[config.mk]
export PLATFORM = sky130hd
export DESIGN_NAME = vga_timing_gen
export DESIGN_NICKNAME = d
export VERILOG_FILES = /design/src/rtl/vga_pkg.sv /design/src/rtl/pixel_delay_line.sv /design/src/rtl/vga_timing_gen.sv
export SDC_FILE = /design/constraint.sdc
export NUM_CORES = 1
export LEC_CHECK = 0
export ABC_CLOCK_PERIOD_IN_PS = 1900
export CORE_MARGIN = 4
export CORE_UTILIZATION = 43
export CTS_CLUSTER_DIAMETER = 30
export DETAILED_ROUTE_END_ITERATION = 12
export GPL_ROUTABILITY_DRIVEN = 1
export GPL_TIMING_DRIVEN = 0
export PLACE_DENSITY_LB_ADDON = 0.05
export SYNTH_ARGS = -nofsm -noshare
export SYNTH_HDL_FRONTEND = slang
export SYNTH_SLANG_ARGS = --single-unit
[constraint.sdc]
create_clock -name clock_i -period 1.9 [get_ports clock_i]
set_clock_uncertainty 0.15 [all_clocks]
set_input_delay 0.475 -clock clock_i [delete_from_list [all_inputs] [get_ports clock_i]]
set_output_delay 0.475 -clock clock_i [all_outputs]
set_load 0.005 [all_outputs]
[src/rtl/vga_pkg.sv]
`default_nettype none
// ============================================================================
// Module      : vga_pkg
// Description : Shared VGA timing sets and frame-geometry helper functions.
// Revision    : 1.0 - initial parametrised timing package
// ============================================================================
package vga_pkg;

  // One complete timing set: porch/sync widths and sync polarities.
  typedef struct packed {
    logic [11:0] h_active;
    logic [11:0] h_front;
    logic [11:0] h_sync;
    logic [11:0] h_back;
    logic [11:0] v_active;
    logic [11:0] v_front;
    logic [11:0] v_sync;
    logic [11:0] v_back;
    logic        hs_pol;
    logic        vs_pol;
  } vga_timing_t;

  // 640x480 @ 60 Hz, 25 MHz pixel clock, both syncs active-low.
  localparam vga_timing_t VGA_640x480_60 = '{
    h_active: 12'd640, h_front: 12'd16, h_sync: 12'd96, h_back: 12'd48,
    v_active: 12'd480, v_front: 12'd10, v_sync: 12'd2,  v_back: 12'd33,
    hs_pol: 1'b0, vs_pol: 1'b0};

  // 800x600 @ 60 Hz, 40 MHz pixel clock, both syncs active-high.
  localparam vga_timing_t VGA_800x600_60 = '{
    h_active: 12'd800, h_front: 12'd40, h_sync: 12'd128, h_back: 12'd88,
    v_active: 12'd600, v_front: 12'd1,  v_sync: 12'd4,   v_back: 12'd23,
    hs_pol: 1'b1, vs_pol: 1'b1};

  // Total length of one axis: visible + front porch + sync + back porch.
  function automatic int line_total(input int active, input int front,
                                    input int sync, input int back);
    return active + front + sync + back;
  endfunction

  function automatic int h_total(input vga_timing_t t);
    return line_total(int'(t.h_active), int'(t.h_front), int'(t.h_sync), int'(t.h_back));
  endfunction

  function automatic int v_total(input vga_timing_t t);
    return line_total(int'(t.v_active), int'(t.v_front), int'(t.v_sync), int'(t.v_back));
  endfunction

endpackage
`default_nettype wire

[src/rtl/pixel_delay_line.sv]
`default_nettype none
// ============================================================================
// Module      : pixel_delay_line
// Description : Tick-enabled shift register of DEPTH stages; DEPTH=0 passes
//               the input straight through.
// Revision    : 1.0 - initial version
// ============================================================================
module pixel_delay_line #(
  parameter int              WIDTH     = 3,
  parameter int              DEPTH     = 2,
  parameter logic [WIDTH-1:0] RESET_VAL = '0
) (
  input  logic             clk_i,
  input  logic             rst_ni,
  input  logic             tick_i,
  input  logic             clr_i,
  input  logic [WIDTH-1:0] d_i,
  output logic [WIDTH-1:0] q_o
);

  generate
    if (DEPTH == 0) begin : g_pass
      // Control inputs have no function without storage.
      logic unused_ctrl;
      assign unused_ctrl = ^{clk_i, rst_ni, tick_i, clr_i};
      assign q_o = d_i;
    end else begin : g_shift
      logic [WIDTH-1:0] stage_q [DEPTH];

      // Advance one stage per tick; clear returns every stage to the idle value.
      always_ff @(posedge clk_i or negedge rst_ni) begin
        if (!rst_ni) begin
          for (int i = 0; i < DEPTH; i++) stage_q[i] <= RESET_VAL;
        end else if (clr_i) begin
          for (int i = 0; i < DEPTH; i++) stage_q[i] <= RESET_VAL;
        end else if (tick_i) begin
          stage_q[0] <= d_i;
          for (int i = 1; i < DEPTH; i++) stage_q[i] <= stage_q[i-1];
        end
      end

      assign q_o = stage_q[DEPTH-1];
    end
  endgenerate

endmodule
`default_nettype wire

[src/rtl/vga_timing_gen.sv]
`default_nettype none
// ============================================================================
// Module      : vga_timing_gen
// Description : Parametrised VGA timing: pixel-tick divider, h/v counters,
//               sync/blank generation delayed to match renderer latency, and
//               gated, registered colour outputs.
// Revision    : 1.0 - initial parametrised version
// ============================================================================
module vga_timing_gen import vga_pkg::*; #(
  parameter int   CLK_DIV  = 4,
  parameter int   H_ACTIVE = int'(VGA_640x480_60.h_active),
  parameter int   H_FRONT  = int'(VGA_640x480_60.h_front),
  parameter int   H_SYNC   = int'(VGA_640x480_60.h_sync),
  parameter int   H_BACK   = int'(VGA_640x480_60.h_back),
  parameter int   V_ACTIVE = int'(VGA_640x480_60.v_active),
  parameter int   V_FRONT  = int'(VGA_640x480_60.v_front),
  parameter int   V_SYNC   = int'(VGA_640x480_60.v_sync),
  parameter int   V_BACK   = int'(VGA_640x480_60.v_back),
  parameter logic HS_POL   = VGA_640x480_60.hs_pol,
  parameter logic VS_POL   = VGA_640x480_60.vs_pol,
  parameter int   CNT_W    = 10,
  parameter int   PIPE     = 2
) (
  input  logic             clock_i,
  input  logic             reset_ni,
  input  logic             enable_i,
  input  logic [11:0]      rgbIn_i,
  output logic             pTick_o,
  output logic [CNT_W-1:0] pixelX_o,
  output logic [CNT_W-1:0] pixelY_o,
  output logic             lineTick_o,
  output logic             frameTick_o,
  output logic             hSync_o,
  output logic             vSync_o,
  output logic             videoON_o,
  output logic [3:0]       vgaRed_o,
  output logic [3:0]       vgaGreen_o,
  output logic [3:0]       vgaBlue_o
);

  localparam int H_TOTAL = line_total(H_ACTIVE, H_FRONT, H_SYNC, H_BACK);
  localparam int V_TOTAL = line_total(V_ACTIVE, V_FRONT, V_SYNC, V_BACK);
  localparam int DIV_W   = (CLK_DIV > 1) ? $clog2(CLK_DIV) : 1;

  localparam logic [DIV_W-1:0] DIV_LAST = DIV_W'(CLK_DIV - 1);
  localparam logic [CNT_W-1:0] X_LAST   = CNT_W'(H_TOTAL - 1);
  localparam logic [CNT_W-1:0] Y_LAST   = CNT_W'(V_TOTAL - 1);
  localparam logic [CNT_W-1:0] X_ACT    = CNT_W'(H_ACTIVE);
  localparam logic [CNT_W-1:0] Y_ACT    = CNT_W'(V_ACTIVE);
  localparam logic [CNT_W-1:0] X_HS_BEG = CNT_W'(H_ACTIVE + H_FRONT);
  localparam logic [CNT_W-1:0] X_HS_END = CNT_W'(H_ACTIVE + H_FRONT + H_SYNC - 1);
  localparam logic [CNT_W-1:0] Y_VS_BEG = CNT_W'(V_ACTIVE + V_FRONT);
  localparam logic [CNT_W-1:0] Y_VS_END = CNT_W'(V_ACTIVE + V_FRONT + V_SYNC - 1);

  // Refuse to build a configuration whose counters or pipeline cannot work.
  generate
    if ((H_TOTAL - 1) >= (1 << CNT_W) || (V_TOTAL - 1) >= (1 << CNT_W)) begin : g_cnt_w_too_small
      $error("vga_timing_gen: CNT_W too small for H_TOTAL/V_TOTAL");
    end
    if (CLK_DIV < 1) begin : g_clk_div_illegal
      $error("vga_timing_gen: CLK_DIV must be >= 1");
    end
    if (PIPE < 0 || PIPE > 8) begin : g_pipe_illegal
      $error("vga_timing_gen: PIPE must be in 0..8");
    end
  endgenerate

  logic [DIV_W-1:0] div_q;
  logic             pTick_q;
  logic [CNT_W-1:0] pixelX_q, pixelX_d;
  logic [CNT_W-1:0] pixelY_q, pixelY_d;
  logic             line_wrap;
  logic [2:0]       raw_flags;   // {active, hs, vs}, asserted-high
  logic [2:0]       dly_flags;
  logic             hSync_q, vSync_q, videoON_q;
  logic [11:0]      rgb_q;

  // Clock divider: pTick is high for the one clock after the divider hits its last count.
  always_ff @(posedge clock_i or negedge reset_ni) begin
    if (!reset_ni) begin
      div_q   <= '0;
      pTick_q <= 1'b0;
    end else if (!enable_i) begin
      div_q   <= '0;
      pTick_q <= 1'b0;
    end else begin
      pTick_q <= (div_q == DIV_LAST);
      div_q   <= (div_q == DIV_LAST) ? '0 : div_q + DIV_W'(1);
    end
  end

  assign line_wrap = (pixelX_q == X_LAST);

  // Next raster position: advance on each pixel tick, wrapping line then frame.
  always_comb begin
    pixelX_d = pixelX_q;
    pixelY_d = pixelY_q;
    if (pTick_q) begin
      if (line_wrap) begin
        pixelX_d = '0;
        pixelY_d = (pixelY_q == Y_LAST) ? '0 : pixelY_q + CNT_W'(1);
      end else begin
        pixelX_d = pixelX_q + CNT_W'(1);
      end
    end
  end

  // Raster counters, held at the origin while disabled.
  always_ff @(posedge clock_i or negedge reset_ni) begin
    if (!reset_ni) begin
      pixelX_q <= '0;
      pixelY_q <= '0;
    end else if (!enable_i) begin
      pixelX_q <= '0;
      pixelY_q <= '0;
    end else begin
      pixelX_q <= pixelX_d;
      pixelY_q <= pixelY_d;
    end
  end

  assign raw_flags[2] = (pixelX_q < X_ACT) && (pixelY_q < Y_ACT);
  assign raw_flags[1] = (pixelX_q >= X_HS_BEG) && (pixelX_q <= X_HS_END);
  assign raw_flags[0] = (pixelY_q >= Y_VS_BEG) && (pixelY_q <= Y_VS_END);

  // Delay the raw flags by the renderer latency so they meet its colour.
  pixel_delay_line #(
    .WIDTH     (3),
    .DEPTH     (PIPE),
    .RESET_VAL (3'b000)
  ) u_flag_dly (
    .clk_i  (clock_i),
    .rst_ni (reset_ni),
    .tick_i (pTick_q),
    .clr_i  (~enable_i),
    .d_i    (raw_flags),
    .q_o    (dly_flags)
  );

  // Pin registers: polarity applied here, colour forced to black outside the active area.
  always_ff @(posedge clock_i or negedge reset_ni) begin
    if (!reset_ni) begin
      hSync_q   <= ~HS_POL;
      vSync_q   <= ~VS_POL;
      videoON_q <= 1'b0;
      rgb_q     <= 12'h000;
    end else if (!enable_i) begin
      hSync_q   <= ~HS_POL;
      vSync_q   <= ~VS_POL;
      videoON_q <= 1'b0;
      rgb_q     <= 12'h000;
    end else if (pTick_q) begin
      hSync_q   <= dly_flags[1] ? HS_POL : ~HS_POL;
      vSync_q   <= dly_flags[0] ? VS_POL : ~VS_POL;
      videoON_q <= dly_flags[2];
      rgb_q     <= dly_flags[2] ? rgbIn_i : 12'h000;
    end
  end

  assign pTick_o     = pTick_q;
  assign pixelX_o    = pixelX_q;
  assign pixelY_o    = pixelY_q;
  assign lineTick_o  = pTick_q && line_wrap;
  assign frameTick_o = pTick_q && line_wrap && (pixelY_q == Y_LAST);
  assign hSync_o     = hSync_q;
  assign vSync_o     = vSync_q;
  assign videoON_o   = videoON_q;
  assign vgaRed_o    = rgb_q[11:8];
  assign vgaGreen_o  = rgb_q[7:4];
  assign vgaBlue_o   = rgb_q[3:0];

endmodule
`default_nettype wire

==> out/qor.csv <==
metric,value,unit
powerDensity,516,mW/mm2
fmax,438,MHz
rr_startpoint,pixelX_o[1],
ioPinCount,53,
synth-compound-area-share,0.135,
gp_congestion,0.814,
crit_type,reg -> out,
htreeDepth,2,
drt_iter0_drc,157,
required,1270,ps
netlist_instances,200,
dieArea,0.00594,mm2
synth_top_family_by_area,simple AND/OR/NAND/NOR gates,
min_path_type,reg -> reg,
rows,24,
grt_setup_unrepaired,yes,
synth_cell_types,43,
clk_pin_slew,80,ps
reg2reg_to,pixelY_o[3],
status,"finished, violations left",
crit_path_cell_trace,"ha_4, nand4_4, or3_1, buf_6, nor2_4, buf_2",
fin_util,0.735,
worstMarginPinSlew,517,ps
synthMuxAreaShare,0.0244,
vias_per_cell,5.49,
sw_frac_of_total,0.234,
post-route-min-period,2280,ps
cp-end-kind,output port,
grt_antenna_before_repair,0,
holdCritStartpoint,div_q[0],
arrival,1660,ps
synth_edf_count,0,
insertion_delay,290,ps
fin_ws,-381,ps
p_total,1700,uW
portBuffers,52,
max-slew-margin-rel,0.655,
drc,0,
final_nets,324,
grt_pass1_wl,9.07,mm
firstDrtPassIters,4,
min_path_cells,1,
ys_seq_elements,44,
dieWidth,77.1,um
max_cap_viol_count,0,
grt-ovfl-total,0,
seq_area_frac_synth,0.538,
finalSetupViolations,10,
synthAdderAreaFrac,0.0305,
finalCritPeriodShare,1.20,
p_leak,0.00158,uW
synth_top_area_frac,0.513,
cts_sinks,44,
grt_pass1_vias,1819,
wl_per_cell,16.4,um
synthFlopType,dfrtp_1,
synth_xor_area_frac,0.0299,
vdd_drop_max,0.374,mV
p_switching,398,uW
slew_viol_final,0,
slowest_delay,400,ps
worst-r2r-cell-count,8,
routed.top_layer,met4,
cts-root-buf,clkbuf_8,
drive_gt1_frac,0.331,
yosys_warnings,0,
grt_max_degree,29,
antennaDiodeCount,0,
core,0.00447,mm2
ant_nets,0,
synth_commonest_cells,"dfrtp_1 (42), nand2_1 (18), nor2_1 (15)",
syn-num-nets,220,
seq_power_share,0.561,
combPwrFrac,0.082,
synth.avg_cell_area,10.3,um2
worstPathMaxFanout,3,
vias,1959,
numCtsBuffers,5,
crit_start,pixelX_o[1],
synthToLayoutAreaGrowth,60.5,%
cts_max_path_buffers,2,
yosysTopAreaCell,dfrtp_1,
initial_utilization,0.458,
chipHeight,77.1,um
synth_area_leaders,"dfrtp_1 (51%), a22o_1 (5.1%), nand2_1 (3.3%)",
start_kind,register,
cts_tree,done,
async_flop_share,1.00,
hold_end,div_q[0],
grt_use_total,0.189,
drt-met1-wl,2.71,mm
wl_met3,259,um
whs,291,ps
synth_area,0.00205,mm2
pwr-share-clk,0.358,
met2_length,2.79,mm
violations,setup timing,
intPower,1300,uW
ff2ff_setup_slack,-240,ps
drt-total-wl,5.84,mm
yosys.area_share.simple,0.214,
yosysMostFrequentCell,dfrtp_1,
cp_slowest_cell,dfrtp_1,
dpl.hpwl,3.51,mm
hold_violations,0,
## state kept, by name (all words and copies together), names as in the netlist
signal                      count
rgb_q                          12
pixelX_o                       10
pixelY_o                       10
u_flag_dly.g_shift.stage_q      3
u_flag_dly.q_o                  3
div_q                           2
hSync_o                         1
pTick_o                         1
vSync_o                         1
videoON_o                       1
## per-stage QoR
stage	cell area, um2	worst slack, ps	setup TNS [ps]	std cells
2_1_floorplan	2070	-43.1	-101	200
3_3_place_gp	2650	-998	-55530	304
3_5_place_dp	2670	-640	-13140	305
4_1_cts	3040	-385	-1130	338
5_1_grt	3290	-450	-2940	357
6_report	3290	-381	-2080	357
## worst max-delay path, delay by kind of cell (launching register included)
kind,cells,cell delay (ps)
adders and majority gates,1,170
buffers and inverters,2,260
DFF,1,400
and+or+nand+nor,3,530
## what timing repair did
item                                    4_1_cts  5_1_grt
endpoints found under the setup margin       52       39
buffers inserted                             23       20
cloned                                        1        0
resized for setup                            57       30
hold endpoints to repair                     14        0
pin swaps                                    12        9
hold buffers                                  1        0
## layer usage
| layer | track usage | vias up |
|---|---|---|
| li1 | - | 924 |
| met1 | 0.267 | 962 |
| met2 | 0.292 | 66 |
| met3 | 0.0316 | 7 |
| met4 | 0.0658 | 0 |
| met5 | 0 | - |
## cell type report
class,count,area (um2)
well taps,52,65.1
inverters,8,32.5
clock inverters,2,10.0
multi-input cells,141,1030
repair buffers,97,893
fillers,328,1180
plain buffers,7,51.3
flip-flops and latches,44,1120
clock buffers,6,82.6
## power by group through the flow
stage          sequential, uW  combinational [uW]  clock (uW)
3_3_place_gp              973                 106           0
4_1_cts                   953                 130         626
3_5_place_dp              973                 111           0
5_1_grt                   954                 154         662
6_report                  953                 139         608
2_1_floorplan             971                36.0           0
## cell families after synthesis
logic type / after synthesis
and+or+nand+nor: 82
DFF: 44
AOI/OAI and AO/OA: 42
buffers and inverters: 15
xor gates and xnor gates: 7
muxes: 5
adders and majority gates: 5
## how the worst max path moves through the flow
stage                        to  slack (ps)
floorplan            lineTick_o         -40
global placement    pixelX_o[1]       -1000
detailed placement  frameTick_o        -640
CTS                 frameTick_o        -390
global route        frameTick_o        -450
finish              frameTick_o        -380
## cells in the final DEF, fill, tap and decap left out, types with 2 or more instances in the layout
| cell type | synthesis | final |
|---|---|---|
| dlygate4sd2_1 | 0 | 11 |
| a21o_1 | 2 | 2 |
| dfrtp_2 | 0 | 16 |
| or3_1 | 6 | 4 |
| clkdlybuf4s50_1 | 0 | 30 |
| dfstp_2 | 2 | 2 |
| buf_6 | 0 | 10 |
| inv_1 | 6 | 4 |
| and3_1 | 3 | 3 |
| nand2b_1 | 3 | 3 |
| dlymetal6s2s_1 | 0 | 7 |
| and2_1 | 3 | 3 |
| or3_4 | 0 | 2 |
| a22o_1 | 12 | 12 |
| o31ai_1 | 2 | 2 |
| mux2i_1 | 5 | 5 |
| ha_4 | 0 | 2 |
| nand2_1 | 18 | 17 |
| clkinv_2 | 0 | 2 |
| buf_2 | 1 | 2 |
| ha_1 | 5 | 3 |
| nor3_1 | 6 | 5 |
| nand4_1 | 4 | 4 |
| dfrtp_1 | 42 | 26 |
| a21oi_2 | 0 | 4 |
| clkbuf_8 | 0 | 7 |
| nand3_1 | 11 | 11 |
| buf_4 | 0 | 34 |
| o21ai_0 | 9 | 9 |
| clkbuf_4 | 0 | 2 |
| nor2_1 | 15 | 14 |
| xnor2_1 | 6 | 6 |
| a21oi_1 | 11 | 7 |
| inv_2 | 1 | 2 |
| clkbuf_2 | 0 | 4 |
(Power assumes the default switching activity.)
